<file path="config.mk">
export PLATFORM = sky130hd
export DESIGN_NAME = ethpipe_slot_ctrl
export DESIGN_NICKNAME = d
export VERILOG_FILES = /design/src/rtl/ethpipe_pkg.sv /design/src/rtl/ethpipe_slot_ring.sv /design/src/rtl/ethpipe_slot_ctrl.sv
export SDC_FILE = /design/constraint.sdc
export NUM_CORES = 1
export LEC_CHECK = 0
export ABC_AREA = 1
export CAP_MARGIN = 15
export CORE_MARGIN = 1.5
export CORE_UTILIZATION = 40
export CTS_BUF_LIST = sky130_fd_sc_hd__clkbuf_4 sky130_fd_sc_hd__clkbuf_8
export CTS_CLUSTER_SIZE = 12
export DETAILED_ROUTE_END_ITERATION = 16
export PLACE_DENSITY = 0.68
export SLEW_MARGIN = 20
export SYNTH_ARGS = -nofsm -noshare
export SYNTH_HDL_FRONTEND = slang
export SYNTH_SLANG_ARGS = --single-unit
</file>
<file path="constraint.sdc">
create_clock -name clk_125 -period 3.55 [get_ports clk_125]
set_clock_uncertainty 0.15 [all_clocks]
set_input_delay 0.71 -clock clk_125 [delete_from_list [all_inputs] [get_ports clk_125]]
set_output_delay 0.71 -clock clk_125 [all_outputs]
set_load 0.03 [all_outputs]
</file>
<file path="src/rtl/ethpipe_pkg.sv">
// ethpipe_pkg: slot encoding, BAR0 map and helpers
// shared by the ethpipe RX slot controller.
package ethpipe_pkg;

  typedef enum logic {
    SLOT_EMPTY = 1'b0,
    SLOT_READY = 1'b1
  } slot_e;

  localparam logic [6:0] REG_CTRL  = 7'h00;
  localparam logic [6:0] REG_RDY   = 7'h01;
  localparam logic [6:0] REG_TS0   = 7'h02;
  localparam logic [6:0] REG_TS1   = 7'h03;
  localparam logic [6:0] REG_TS2   = 7'h04;
  localparam logic [6:0] REG_TS3   = 7'h05;
  localparam logic [6:0] PORT_BASE = 7'h10;
  localparam int PORT_STRIDE = 8;

  localparam int F_MASK  = 0;
  localparam int F_RDPTR = 1;
  localparam int F_LEN   = 2;
  localparam int F_DROP  = 3;

  function automatic int clog2(input int n);
    int r;
    r = 0;
    for (int i = 0; i < 31; i++)
      if ((1 << i) < n) r = i + 1;
    return r;
  endfunction

  function automatic logic [6:0] port_reg(
    input int p,
    input int f
  );
    return 7'(int'(PORT_BASE) + PORT_STRIDE * p + f);
  endfunction

endpackage

</file>
<file path="src/rtl/ethpipe_slot_ring.sv">
// ethpipe_slot_ring: one port's RX slot ring with
// ownership bits, fill/read pointers, lengths, drops.
module ethpipe_slot_ring
  import ethpipe_pkg::*;
#(
  parameter int NSLOTS = 4,
  parameter int LEN_W  = 12
) (
  input  logic              clk,
  input  logic              rst_n,
  input  logic              done,
  input  logic [LEN_W-1:0]  len,
  input  logic              drop,
  input  logic [NSLOTS-1:0] w1c,
  input  logic              drop_clr,
  output logic [NSLOTS-1:0] rdy_mask,
  output logic [2:0]        rd_ptr,
  output logic [LEN_W-1:0]  rd_len,
  output logic [15:0]       drop_cnt,
  output logic [2:0]        fill_slot,
  output logic              fill_ok
);

  logic [NSLOTS-1:0] ready, ready_nxt;
  logic [2:0]        fill_ptr, fill_nxt;
  logic [2:0]        rd_q, rd_nxt;
  logic [LEN_W-1:0]  lens [NSLOTS];
  logic [15:0]       cnt, cnt_nxt;
  logic [16:0]       cnt_sum;
  logic              ok_q, ok_nxt;
  logic              fill_rdy, rd_rdy;
  logic              done_ok, done_err;

  function automatic logic [2:0] inc(input logic [2:0] v);
    return (v == 3'(NSLOTS - 1)) ? 3'd0 : v + 3'd1;
  endfunction

  // next ring state; a done on the fill slot overrides a release
  always_comb begin
    fill_rdy = 1'b0;
    rd_rdy   = 1'b0;
    rd_len   = '0;
    for (int s = 0; s < NSLOTS; s++) begin
      if (fill_ptr == 3'(s)) fill_rdy = (ready[s] == SLOT_READY);
      if (rd_q == 3'(s)) begin
        rd_rdy = (ready[s] == SLOT_READY);
        rd_len = lens[s];
      end
    end
    done_ok   = done & ~fill_rdy;
    done_err  = done & fill_rdy;
    fill_nxt  = done_ok ? inc(fill_ptr) : fill_ptr;
    ready_nxt = ready & ~w1c;
    for (int s = 0; s < NSLOTS; s++)
      if (done && fill_ptr == 3'(s)) ready_nxt[s] = SLOT_READY;
    ok_nxt = 1'b1;
    for (int s = 0; s < NSLOTS; s++)
      if (fill_nxt == 3'(s)) ok_nxt = ~ready_nxt[s];
    rd_nxt = (!rd_rdy && rd_q != fill_ptr) ? inc(rd_q) : rd_q;
    cnt_sum = {1'b0, cnt} + 17'(done_err) + 17'(drop);
    cnt_nxt = cnt_sum[16] ? 16'hFFFF : cnt_sum[15:0];
  end

  // ring registers
  always_ff @(posedge clk or negedge rst_n) begin
    if (!rst_n) begin
      ready    <= '0;
      fill_ptr <= '0;
      rd_q     <= '0;
      ok_q     <= 1'b1;
      cnt      <= '0;
      for (int s = 0; s < NSLOTS; s++) lens[s] <= '0;
    end else begin
      ready    <= ready_nxt;
      fill_ptr <= fill_nxt;
      rd_q     <= rd_nxt;
      ok_q     <= ok_nxt;
      cnt      <= drop_clr ? 16'd0 : cnt_nxt;
      for (int s = 0; s < NSLOTS; s++)
        if (done_ok && fill_ptr == 3'(s)) lens[s] <= len;
    end
  end

  assign rdy_mask  = ready;
  assign rd_ptr    = rd_q;
  assign drop_cnt  = cnt;
  assign fill_slot = fill_ptr;
  assign fill_ok   = ok_q;

endmodule

</file>
<file path="src/rtl/ethpipe_slot_ctrl.sv">
// ethpipe_slot_ctrl: BAR0 register file, BAR2 slot-RAM
// window and per-port RX slot rings with interrupt.
module ethpipe_slot_ctrl
  import ethpipe_pkg::*;
#(
  parameter int NPORTS   = 2,
  parameter int NSLOTS   = 4,
  parameter int LEN_W    = 12,
  parameter int RAM_AW   = 13,
  parameter int PORT_LSB = 14,
  parameter int BAR_REG  = 0,
  parameter int BAR_RAM  = 2
) (
  input  logic                    clk_125,
  input  logic                    sys_rst_n,
  input  logic [6:0]              slv_bar_i,
  input  logic                    slv_ce_i,
  input  logic                    slv_we_i,
  input  logic [19:1]             slv_adr_i,
  input  logic [15:0]             slv_dat_i,
  input  logic [1:0]              slv_sel_i,
  output logic [15:0]             slv_dat_o,
  output logic [NPORTS-1:0]       ram_ce_o,
  input  logic [16*NPORTS-1:0]    ram_dat_i,
  input  logic [NPORTS-1:0]       eth_done_i,
  input  logic [LEN_W*NPORTS-1:0] eth_len_i,
  input  logic [NPORTS-1:0]       eth_drop_i,
  output logic [3*NPORTS-1:0]     eth_fill_slot_o,
  output logic [NPORTS-1:0]       eth_fill_ok_o,
  output logic                    irq_o
);

  localparam int PW = (clog2(NPORTS) < 1) ? 1 : clog2(NPORTS);

  logic [6:0]        adr;
  logic [PW-1:0]     port;
  logic              reg_hit, reg_wr, reg_rd;
  logic [NSLOTS-1:0] w1c [NPORTS];
  logic [NPORTS-1:0] drop_clr, rdy_sum;
  logic [NSLOTS-1:0] rdy_mask [NPORTS];
  logic [2:0]        rd_ptr [NPORTS];
  logic [LEN_W-1:0]  rd_len [NPORTS];
  logic [15:0]       drop_cnt [NPORTS];
  logic [63:0]       cnt, snap;
  logic              irq_en, irq_q;
  logic [15:0]       rd_val, reg_dat_q, ram_val;
  logic              reg_rd_q;
  logic [NPORTS-1:0] ram_rd_q;
  logic              unused_bits;

  assign adr     = slv_adr_i[7:1];
  assign port    = slv_adr_i[PORT_LSB +: PW];
  assign reg_hit = slv_ce_i & slv_bar_i[BAR_REG];
  assign reg_wr  = reg_hit & slv_we_i & slv_sel_i[0];
  assign reg_rd  = reg_hit & ~slv_we_i;

  for (genvar p = 0; p < NPORTS; p++) begin : g_port
    assign w1c[p] = (reg_wr && adr == port_reg(p, F_MASK)) ?
                    slv_dat_i[NSLOTS-1:0] : '0;
    assign drop_clr[p] = reg_wr && adr == port_reg(p, F_DROP);
    assign ram_ce_o[p] = slv_ce_i & slv_bar_i[BAR_RAM] &
                         (port == PW'(p));
    assign rdy_sum[p]  = |rdy_mask[p];

    ethpipe_slot_ring #(
      .NSLOTS (NSLOTS),
      .LEN_W  (LEN_W)
    ) u_ring (
      .clk       (clk_125),
      .rst_n     (sys_rst_n),
      .done      (eth_done_i[p]),
      .len       (eth_len_i[p*LEN_W +: LEN_W]),
      .drop      (eth_drop_i[p]),
      .w1c       (w1c[p]),
      .drop_clr  (drop_clr[p]),
      .rdy_mask  (rdy_mask[p]),
      .rd_ptr    (rd_ptr[p]),
      .rd_len    (rd_len[p]),
      .drop_cnt  (drop_cnt[p]),
      .fill_slot (eth_fill_slot_o[3*p +: 3]),
      .fill_ok   (eth_fill_ok_o[p])
    );
  end

  // BAR0 read mux, sampled into reg_dat_q in the access cycle
  always_comb begin
    rd_val = '0;
    unique case (1'b1)
      adr == REG_CTRL: rd_val = {14'd0, irq_en, 1'b0};
      adr == REG_RDY:  rd_val = 16'(rdy_sum);
      adr == REG_TS0:  rd_val = cnt[15:0];
      adr == REG_TS1:  rd_val = snap[31:16];
      adr == REG_TS2:  rd_val = snap[47:32];
      adr == REG_TS3:  rd_val = snap[63:48];
      default: ;
    endcase
    for (int p = 0; p < NPORTS; p++) begin
      unique case (1'b1)
        adr == port_reg(p, F_MASK):  rd_val = 16'(rdy_mask[p]);
        adr == port_reg(p, F_RDPTR): rd_val = 16'(rd_ptr[p]);
        adr == port_reg(p, F_LEN):   rd_val = 16'(rd_len[p]);
        adr == port_reg(p, F_DROP):  rd_val = drop_cnt[p];
        default: ;
      endcase
    end
  end

  // slot RAM data arrives one cycle after ram_ce_o
  always_comb begin
    ram_val = '0;
    for (int p = 0; p < NPORTS; p++)
      if (ram_rd_q[p]) ram_val = ram_dat_i[16*p +: 16];
  end

  assign slv_dat_o = reg_rd_q ? reg_dat_q : ram_val;
  assign irq_o     = irq_q;

  // counter, snapshot, control and read-pipeline registers
  always_ff @(posedge clk_125 or negedge sys_rst_n) begin
    if (!sys_rst_n) begin
      cnt       <= '0;
      snap      <= '0;
      irq_en    <= 1'b0;
      irq_q     <= 1'b0;
      reg_rd_q  <= 1'b0;
      reg_dat_q <= '0;
      ram_rd_q  <= '0;
    end else begin
      if (reg_wr && adr == REG_CTRL && slv_dat_i[0]) cnt <= '0;
      else cnt <= cnt + 64'd1;
      if (reg_wr && adr == REG_CTRL) irq_en <= slv_dat_i[1];
      if (reg_rd && adr == REG_TS0) snap <= cnt;
      irq_q     <= irq_en & |rdy_sum;
      reg_rd_q  <= reg_rd;
      reg_dat_q <= reg_rd ? rd_val : 16'd0;
      ram_rd_q  <= ram_ce_o & {NPORTS{~slv_we_i}};
    end
  end

  assign unused_bits = ^{slv_bar_i, slv_adr_i, slv_dat_i,
                         slv_sel_i, 32'(RAM_AW)};

endmodule
</file>
# Yosys cells after proc, flatten, opt, wreduce, memory -nomap -nowiden
# Index checks and enable logic that the tools add are counted.
dict set report word_totals {
  output_inout_bits 27
  reg_bits 299
  in_bits 108
}
dict set report op_classes {
  reduce_logical 37
  add_sub_neg 9
  n_mux 60
  n_eq_ne 33
  bitwise 29
}
# op count
set op_table {}
lappend op_table {{$mux W16} 8}
lappend op_table {{$pmux W16 S4} 2}
lappend op_table {{$mux W12} 8}
lappend op_table {{$pmux W16 S6} 1}
lappend op_table {{$add A64 B1 Y64 const B} 1}
lappend op_table {{$mux W64} 1}
lappend op_table {{$eq A7 B5 Y1 const B} 8}
lappend op_table {{$eq A3 B2 Y1 const B} 12}
lappend op_table {{$add A16 B1 Y17} 2}
lappend op_table {{$add A17 B1 Y17} 2}
lappend op_table {{$mux W1} 32}
lappend op_table {{$logic_and A1 B1 Y1} 25}
lappend op_table {{$eq A3 B1 Y1 const B} 6}
lappend op_table {{$logic_not A3 Y1} 6}
lappend op_table {{$mux W3} 6}
lappend op_table {{$eq A7 B2 Y1 const B} 2}
lappend op_table {{$eq A7 B3 Y1 const B} 2}
lappend op_table {{$add A3 B1 Y3 const B} 4}
lappend op_table {{$and A1 B1 Y1} 12}
lappend op_table {{$not A1 Y1} 12}
lappend op_table {{$and A4 B4 Y4} 2}
lappend op_table {{$mux W4} 2}
lappend op_table {{$not A4 Y4} 2}
lappend op_table {{$reduce_or A4 Y1} 2}
lappend op_table {{6 further kinds} 8}

# Depth between registers and ports, before layout
# Gate-level depths: netlist (run 1).
dict set report logic_depth {
  word_depth 13
  ltp_mapped 20
  depth_no_buf 20
}

# Modules after synthesis
# From an unflattened synthesis (run 1), not the netlist that was laid out.
dict set report hier_totals {
  cells_unflattened 2059
  hier_area_um2 15459.8
}
# module cells_per_inst area_per_inst_um2 instances seq_area_each_um2
set modules_own_cells {}
lappend modules_own_cells {ethpipe_slot_ctrl 1161 8072.7 1 3328.2}
lappend modules_own_cells {ethpipe_slot_ring 449 3693.5 2 1878.1}

# Worst setup path after synthesis (run 1)
# OpenSTA, ideal clock, no wires.
dict set report synth_timing {
  kind {flip-flop to flip-flop}
  start {register g_port[1].u_ring.fill_ptr[0]}
  end {register g_port[1].u_ring.cnt[10]}
  required_ps 3337
  setup_ps 63
  slack_ps 555
  stages_incl_launch_ff 21
  t_arrival_ps 2782
  cell_sequence {dfrtp_1 -> inv_1 -> ha_1 -> inv_1 -> nor2_1 -> nand2_1 -> nand2_1 -> inv_1 -> nand2_1 -> a21oi_1 -> fa_1 -> ha_1 -> nand3_1 -> nor2_1 -> nand2_1 -> nor3_4 -> nand3_1 -> or2_2 -> nand3_1 -> nand2_1 -> inv_1}
}
dict set report synth_between {
  elab_chain_len 10
  word_cells_on_any_way 13
  cone_classes {add/sub (2); eq/ne (3); mux (6); bitwise (1); reduce/logical (1)}
}
# element line
set synth_lines {}
lappend synth_lines {{start, declared} ethpipe_slot_ring.sv:25} ;# logic [2:0] fill_ptr, fill_nxt;
lappend synth_lines {{start signal, assigned} ethpipe_slot_ring.sv:75} ;# fill_ptr <= fill_nxt;
lappend synth_lines {{$logic_not A3 Y1} ethpipe_slot_ring.sv:44} ;# if (fill_ptr == 3'(s)) fill_rdy = (ready[s] == SLOT_READY);
lappend synth_lines {{$mux W1 (3 in a row)} ethpipe_slot_ring.sv:44}
lappend synth_lines {{$mux W1 *} ethpipe_slot_ring.sv:44}
lappend synth_lines {{$and A1 B1 Y1 *} ethpipe_slot_ring.sv:51} ;# done_err = done & fill_rdy;
lappend synth_lines {{$add A16 B1 Y17 *} ethpipe_slot_ring.sv:60} ;# cnt_sum = {1'b0, cnt} + 17'(done_err) + 17'(drop);
lappend synth_lines {{$add A17 B1 Y17 *} ethpipe_slot_ring.sv:60}
lappend synth_lines {{$mux W16 *} ethpipe_slot_ring.sv:61} ;# cnt_nxt = cnt_sum[16] ? 16'hFFFF : cnt_sum[15:0];
lappend synth_lines {{$mux W16 *} ethpipe_slot_ring.sv:78} ;# cnt <= drop_clr ? 16'd0 : cnt_nxt;
lappend synth_lines {{end signal, assigned} ethpipe_slot_ring.sv:78}
lappend synth_lines {{end, declared} ethpipe_slot_ring.sv:28} ;# logic [15:0] cnt, cnt_nxt;
# Every way passes the cells marked *; elsewhere a longest branch is shown, timed or not.
# A chain may end at the register's enable or synchronous reset.

# Final worst setup path (run 1)
dict set report layout_timing {
  start {register ram_rd_q[1]}
  end {output slv_dat_o[15]}
}
dict set report layout_between {
  elab_chain_len 2
}
# element line
set layout_lines {}
lappend layout_lines {{start, declared} ethpipe_slot_ctrl.sv:48} ;# logic [NPORTS-1:0] ram_rd_q;
lappend layout_lines {{start signal, assigned} ethpipe_slot_ctrl.sv:136} ;# ram_rd_q <= ram_ce_o & {NPORTS{~slv_we_i}};
lappend layout_lines {{$mux W16} ethpipe_slot_ctrl.sv:112} ;# if (ram_rd_q[p]) ram_val = ram_dat_i[16*p +: 16];
lappend layout_lines {{$mux W16} ethpipe_slot_ctrl.sv:115} ;# assign slv_dat_o = reg_rd_q ? reg_dat_q : ram_val;
lappend layout_lines {{end, declared} ethpipe_slot_ctrl.sv:22} ;# output logic [15:0] slv_dat_o,
# Every way passes these cells.

==> impl_metrics.yaml, run 1 <==
run_status:
  status: "completed"
timing:
  layout_min_cycle_time_ns: 3.38
  finalSetupViolCount: 0
  rsz0062_at_grt: "false"
  finalSetupTns_ns: 0
  tightest_slew_ns: 0.780
  min_period_over_period: 0.952
  hold_viol: 0
  slew_headroom: 0.479
  setup_slack_ns: 0.171
  fmax_mhz: 296
  finalMaxSlewViolations: 0
grt:
  gr-usage-all-layers: 0.233
  grt_pass1_wl_um: 72500
  overflow: 0
  grt_pass1_vias: 13700
  antenna_found_initial: 0
  grt_max_degree: 76
setup_path:
  path_class: "flop to output port"
  rrSetupSlack_ns: 0.29
  rr_worst_depth: 17
  arrival_ns: 2.52
  start_kind: "flop"
  r2r-end: "g_port[1].u_ring.drop_cnt[0]$_DFF_PN0_"
  crit_fanout: 17
  cp-end-kind: "output port"
  r2r-start: "g_port[1].u_ring.fill_slot[0]$_DFF_PN0_"
  required_ns: 2.69
power_and_ir_drop:
  vdd_drop_max_uv: 260
  p_leak_nw: 9.00
  power.density_mw_per_mm2: 607
drt:
  drc: 0
  met3_length_um: 2990
  vias: 14100
  drt-met1-wl_um: 20300
  avgViaCountPerCell: 5.21
  wl_met2_um: 21300
  drtPass1Iterations: 5
  drt-initial-drc-count: 1087
  wirelength_um: 45800
  top_layer: "met4"
  wl_per_cell_um: 16.9
  ant_nets: 0
floorplan:
  die_area_mm2: 0.0398
  rows: 71
  start_util: 0.408
  die_h_um: 200
  io_pins: 135
  core_mm2: 0.0378
  die_x_um: 200
yosys:
  postSynthAreaPerCell_um2: 7.64
  ys_ff_latch: 283
  synth_top_area_frac: 0.455
  yosysTopAreaCell: "dfrtp_1"
  synth_cells: 2024
  ys.warnings.count: 0
  synth-edff-count: 0
  synth_async_sr_flop_share: 1.00
  synth_top_cells_by_area: "dfrtp_1 45%, nand2_1 12%, o21ai_0 7.2%"
  syn_area_mm2: 0.0155
  ys_seq_area_frac: 0.458
  synth_nets: 2153
  synthFlopType: "dfrtp_1"
  ys_types: 52
clocking:
  cts_tree: "yes"
  cts_root_buffer: "clkbuf_8"
  clk_pin_slew_ns: 0.06
  clk_latency_ns: 0.65
  cts_setup_buffers: 0
  clock-sinks: 283
  clock_path_buffers: 3
  cts-htree-levels: 2
  cts_inserted_buffers: 50
placement:
  hpwl_um: 34000
  port_buffers: 105
  gp_congestion: 0.982
  pre_cts_ws_ns: 0.167
cells_and_area:
  drive_gt1_frac: 0.0919
  antenna_cells: 0
  area_growth_pct: 18.3
  num-nets-final: 2289
min_path:
  hold_path.class: "flop to flop"
  hold_depth: 2
  hold_start: "g_port[1].u_ring.lens[15]$_DFFE_PN0P_"
  holdPathEnd: "g_port[1].u_ring.lens[15]$_DFFE_PN0P_"
job:
  cap_violations: 0
timing repair:
item,CTS,global route
gates resized for setup,0,2
endpoints found under the hold margin,69,0
setup endpoints to repair,0,12
hold buffers,1,0
cell usage in the layout, fill, tap and decap left out, drive strengths merged, types with 8 or more instances in the layout:
cell	n
dfrtp	281
nand3	120
xnor2	10
buf	54
nand2	510
nand4	57
mux2	15
nor2	252
clkbuf	77
o21ai	222
a22oi	17
inv	231
clkdlybuf4s50	96
a211oi	8
ha	19
xor2	49
nor3	68
clkinv	13
o211ai	9
a21oi	52
metrics by stage:
| stage | area, um^2 | instances | utilization | hold WS [ns] | power, mW |
|---|---|---|---|---|---|
| floorplan | 15500 | 2024 | - | 0.264 | 6.78 |
| global placement | 17200 | 2618 | 0.454 | 0.311 | 7.76 |
| detailed placement | 17200 | 2618 | 0.454 | 0.318 | 7.88 |
| CTS | 18300 | 2710 | 0.483 | 0.333 | 11.1 |
| global route | 18300 | 2710 | 0.483 | 0.354 | 11.9 |
| finish | 18300 | 2710 | 0.483 | 0.328 | 11.1 |
flip-flops by register name (all words and copies together), names as in the netlist:
name and count:
reg_dat_q 16, cnt 64, irq_en 1, ram_rd_q 2, g_port.u_ring.rd_ptr 6, g_port.u_ring.lens 96
g_port.u_ring.rdy_mask 8, snap 48, g_port.u_ring.drop_cnt 32, irq_o 1, reg_rd_q 1, g_port.u_ring.fill_ok 2
g_port.u_ring.fill_slot 6
area by class of cell:
| cell class | count | area, um^2 |
|---|---|---|
| Fill cell | 3712 | 19600 |
| Clock buffer | 77 | 978 |
| Inverter | 230 | 866 |
| Timing Repair Buffer | 151 | 1450 |
| Clock inverter | 14 | 103 |
| Sequential cell | 283 | 7080 |
| Tap cell | 511 | 639 |
| Multi-Input combinational cell | 1444 | 7170 |
layer usage:
| layer | global-route usage | vias to the layer above |
|---|---|---|
| li1 | - | 6880 |
| met1 | 0.311 | 6714 |
| met2 | 0.382 | 450 |
| met3 | 0.0388 | 76 |
| met4 | 0.0783 | 0 |
| met5 | 0 | - |
synth_stat cells (7+ instances only):
| library cell | instances |
|---|---|
| o211ai_1 | 8 |
| ha_1 | 19 |
| a211oi_1 | 8 |
| nor4_1 | 7 |
| clkbuf_1 | 29 |
| nand3_1 | 117 |
| inv_1 | 222 |
| a21oi_1 | 52 |
| xnor2_1 | 10 |
| nand4_1 | 56 |
| a22oi_1 | 17 |
| buf_2 | 25 |
| nand2_2 | 8 |
| dfrtp_1 | 281 |
| nor2_1 | 244 |
| nand2_1 | 500 |
| mux2_4 | 14 |
| o21ai_0 | 221 |
| nor3_1 | 64 |
| xor2_1 | 49 |
how the worst max path moves through the flow:
stage | end | start | slack, ns
CTS | slv_dat_o[7] | ram_rd_q[1]$_DFF_PN0_ | 0.11
global route | g_port[1].u_ring.drop_cnt[6]$_DFF_PN0_ | g_port[1].u_ring.fill_slot[0]$_DFF_PN0_ | 0.008
finish | slv_dat_o[15] | ram_rd_q[1]$_DFF_PN0_ | 0.17
detailed placement | g_port[1].u_ring.drop_cnt[0]$_DFF_PN0_ | eth_done_i[1] | 0.17
global placement | g_port[1].u_ring.drop_cnt[10]$_DFF_PN0_ | eth_done_i[1] | 0.18
floorplan | g_port[1].u_ring.drop_cnt[10]$_DFF_PN0_ | g_port[1].u_ring.fill_slot[0]$_DFF_PN0_ | 0.56
cells by family (layout without fill, tap and decap cells):
| group | count (synthesis) | in the layout | share of synthesized area |
|---|---|---|---|
| flops | 283 | 283 | 0.458 |
| buf+inv | 297 | 472 | 0.0780 |
| simple gates | 1025 | 1025 | 0.285 |
| xor+xnor | 59 | 59 | 0.0334 |
| mux | 15 | 15 | 0.0143 |
| compound gates | 324 | 324 | 0.113 |
| fa+ha+maj | 21 | 21 | 0.0180 |
power by group:
| group | total, mW | internal [mW] | switching (mW) |
|---|---|---|---|
| Clock | 3.23 | 1.78 | 1.45 |
| Combinational | 3.40 | 1.23 | 2.16 |
| Sequential | 4.48 | 3.95 | 0.527 |
| Total | 11.1 | 6.96 | 4.14 |
worst max-delay path: stages (launching register included):
cell,delay [ns]
dfrtp_1,0.36
buf_4,0.20
nor2_1,0.12
buf_4,0.24
a22oi_1,0.11
o21ai_0,0.15
clkdlybuf4s50_1,0.70
Power figures use the tool's default switching activity.
==> inputs of run 2 (changes only) <==
CAP_MARGIN = not set   (was 15)
CORE_MARGIN = 3   (was 1.5)
PLACE_DENSITY = 0.7   (was 0.68)
clock period = 3.1 ns   (was 3.55 ns; I/O delays follow)
==> impl_metrics.yaml, run 2 (synthesized netlist as in run 1, its figures left out) <==
setup_path:
  path_class: "flop to flop"
  arrival_ns: 3.43
  r2r-end: "g_port[1].u_ring.drop_cnt[12]$_DFF_PN0_"
  r2r-start: "g_port[1].u_ring.fill_slot[0]$_DFF_PN0_"
  slowest_stage: "dfrtp_1"
  worstPathCellList: "inv_2 -> ha_4 -> inv_2 -> nor2_4 -> inv_2 -> nand3_2 -> nand2_2 -> a21oi_4 -> fa_2 -> ha_4 -> nand3_4 -> nor2_4 -> nand2_2 -> nor3_4 -> nand2_2 -> buf_6 -> nor3_2 -> a211oi_2"
  crit_fanout: 4
  required_ns: 3.44
  rr_worst_depth: 18
  start_kind: "flop"
  cp-end-kind: "flop"
  rrSetupSlack_ns: 0.009
  slowest_delay_ns: 0.42
drt:
  vias: 14300
  wl_met2_um: 22600
  drt-initial-drc-count: 1209
  drtPass1Iterations: 8
  ant_nets: 0
  avgViaCountPerCell: 5.20
  wl_per_cell_um: 17.2
  wirelength_um: 47200
  met3_length_um: 2700
  top_layer: "met4"
  drt-met1-wl_um: 20600
  drc: 0
grt:
  overflow: 0
  grt_pass1_vias: 14100
  gr-usage-all-layers: 0.227
  antenna_found_initial: 0
  grt_max_degree: 82
  grt_pass1_wl_um: 75300
clocking:
  cts_tree: "yes"
  cts_root_buffer: "clkbuf_8"
  clock-sinks: 283
  cts_inserted_buffers: 50
  clk_latency_ns: 0.62
  clock_path_buffers: 3
  cts-htree-levels: 2
  clk_pin_slew_ns: 0.06
timing:
  finalSetupViolCount: 0
  min_period_over_period: 0.997
  tightest_slew_ns: 0.755
  layout_min_cycle_time_ns: 3.09
  setup_slack_ns: 0.00920
  finalMaxSlewViolations: 0
  finalSetupTns_ns: 0
  hold_viol: 0
  slew_headroom: 0.496
  rsz0062_at_grt: "true"
  fmax_mhz: 324
job:
  cap_violations: 0
cells_and_area:
  area_growth_pct: 22.7
  antenna_cells: 0
  drive_gt1_frac: 0.132
  largest_register_ffs: 96
  fin_cells: 2750
  regMostFlops: "g_port.u_ring.lens"
  final_common_cell: "nand2_1"
  num-nets-final: 2329
  top_regs: "g_port.u_ring.lens: 96 flops, cnt: 64 flops, snap: 48 flops"
  final_cell_mix: "496 x nand2_1, 278 x dfrtp_1, 238 x nor2_1"
power_and_ir_drop:
  power.density_mw_per_mm2: 709
  p_comb_frac: 0.325
  p_total_mw: 13.4
  vdd_drop_max_uv: 314
  p_seq_frac: 0.382
  p_int_mw: 8.56
  p_leak_nw: 9.27
  power_frac_clock: 0.292
  switching_share: 0.363
  power.switching_mw: 4.88
run_status:
  status: "completed"
placement:
  hpwl_um: 34800
  gp_congestion: 0.948
  dpl.cell_count: 2649
  port_buffers: 105
  pre_cts_ws_ns: -0.160
floorplan:
  die_area_mm2: 0.0410
  core_mm2: 0.0378
  start_util: 0.408
  die_h_um: 203
  die_x_um: 203
  io_pins: 135
  rows: 71
min_path:
  hold_start: "g_port[0].u_ring.lens[14]$_DFFE_PN0P_"
  holdPathEnd: "g_port[0].u_ring.lens[14]$_DFFE_PN0P_"
  hold_path.class: "flop to flop"
  hold_depth: 2
## run 2: cell count changes in the layout (fill, tap and decap cells not counted), moves of 7 or more
cell             delta
nand3_1             -8
clkinv_2            -8
clkdlybuf4s50_1     -8
buf_6               +7
buf_4              +38
## run 2: stage by stage
| stage | hold slack [ns] | area [um^2] | utilization |
|---|---|---|---|
| 2_1_floorplan | 0.174 | 15500 | - |
| 3_3_place_gp | 0.310 | 17400 | 0.461 |
| 3_5_place_dp | 0.318 | 17400 | 0.461 |
| 4_1_cts | 0.331 | 18600 | 0.492 |
| 5_1_grt | 0.350 | 19000 | 0.501 |
| 6_report | 0.331 | 19000 | 0.501 |
## run 2: area by class of cell
class	instances	area [um^2]
well taps	511	639
clock inverters	8	126
clock buffers	83	1020
fillers	3662	18900
inverters	230	866
repair buffers	191	1790
flip-flops and latches	283	7090
multi-input cells	1444	7420
## run 2: worst max path at each step
stage / from / endpoint / depth (start not counted)
after global placement: eth_done_i[1] / g_port[1].u_ring.drop_cnt[10]$_DFF_PN0_ / 15
after CTS: g_port[0].u_ring.fill_slot[0]$_DFF_PN0_ / g_port[0].u_ring.drop_cnt[1]$_DFF_PN0_ / 17
after floorplan: g_port[1].u_ring.fill_slot[0]$_DFF_PN0_ / g_port[1].u_ring.drop_cnt[10]$_DFF_PN0_ / 20
after global routing: g_port[1].u_ring.fill_slot[0]$_DFF_PN0_ / g_port[1].u_ring.drop_cnt[13]$_DFF_PN0_ / 19
after detailed placement: eth_done_i[1] / g_port[1].u_ring.drop_cnt[2]$_DFF_PN0_ / 13
final: g_port[1].u_ring.fill_slot[0]$_DFF_PN0_ / g_port[1].u_ring.drop_cnt[12]$_DFF_PN0_ / 18
## run 2: power by group through the flow
stage	logic, mW	registers (mW)	clock network (mW)
after floorplan	2.69	5.07	0
after global placement	3.91	5.12	0
after detailed placement	4.03	5.15	0
after CTS	4.07	5.09	4.01
after global routing	4.91	5.24	4.18
final	4.37	5.14	3.93
## run 2: layer usage
metal / global-route usage / vias to the layer above
li1: - / 6952
met1: 0.303 / 6823
met2: 0.377 / 428
met3: 0.0372 / 99
met4: 0.0757 / 0
met5: 0 / -
## run 2: critical path, delay by kind of cell, from the launching register on
| kind | cells | cell delay (ns) |
|---|---|---|
| buffers and inverters | 4 | 0.39 |
| adder cells (fa/ha/maj) | 3 | 0.58 |
| AO/OA/AOI/OAI | 2 | 0.28 |
| AND/OR/NAND/NOR | 9 | 1.15 |
| flip-flops | 1 | 0.42 |
## run 2: timing repair
item / 4_1_cts / 5_1_grt
gates resized for setup: 1 / 72
endpoints found under the hold margin: 45 / 0
hold buffers: 1 / 0
gates cloned: 0 / 1
setup endpoints to repair: 12 / 32
buffers inserted: 0 / 8
pin swaps: 0 / 17
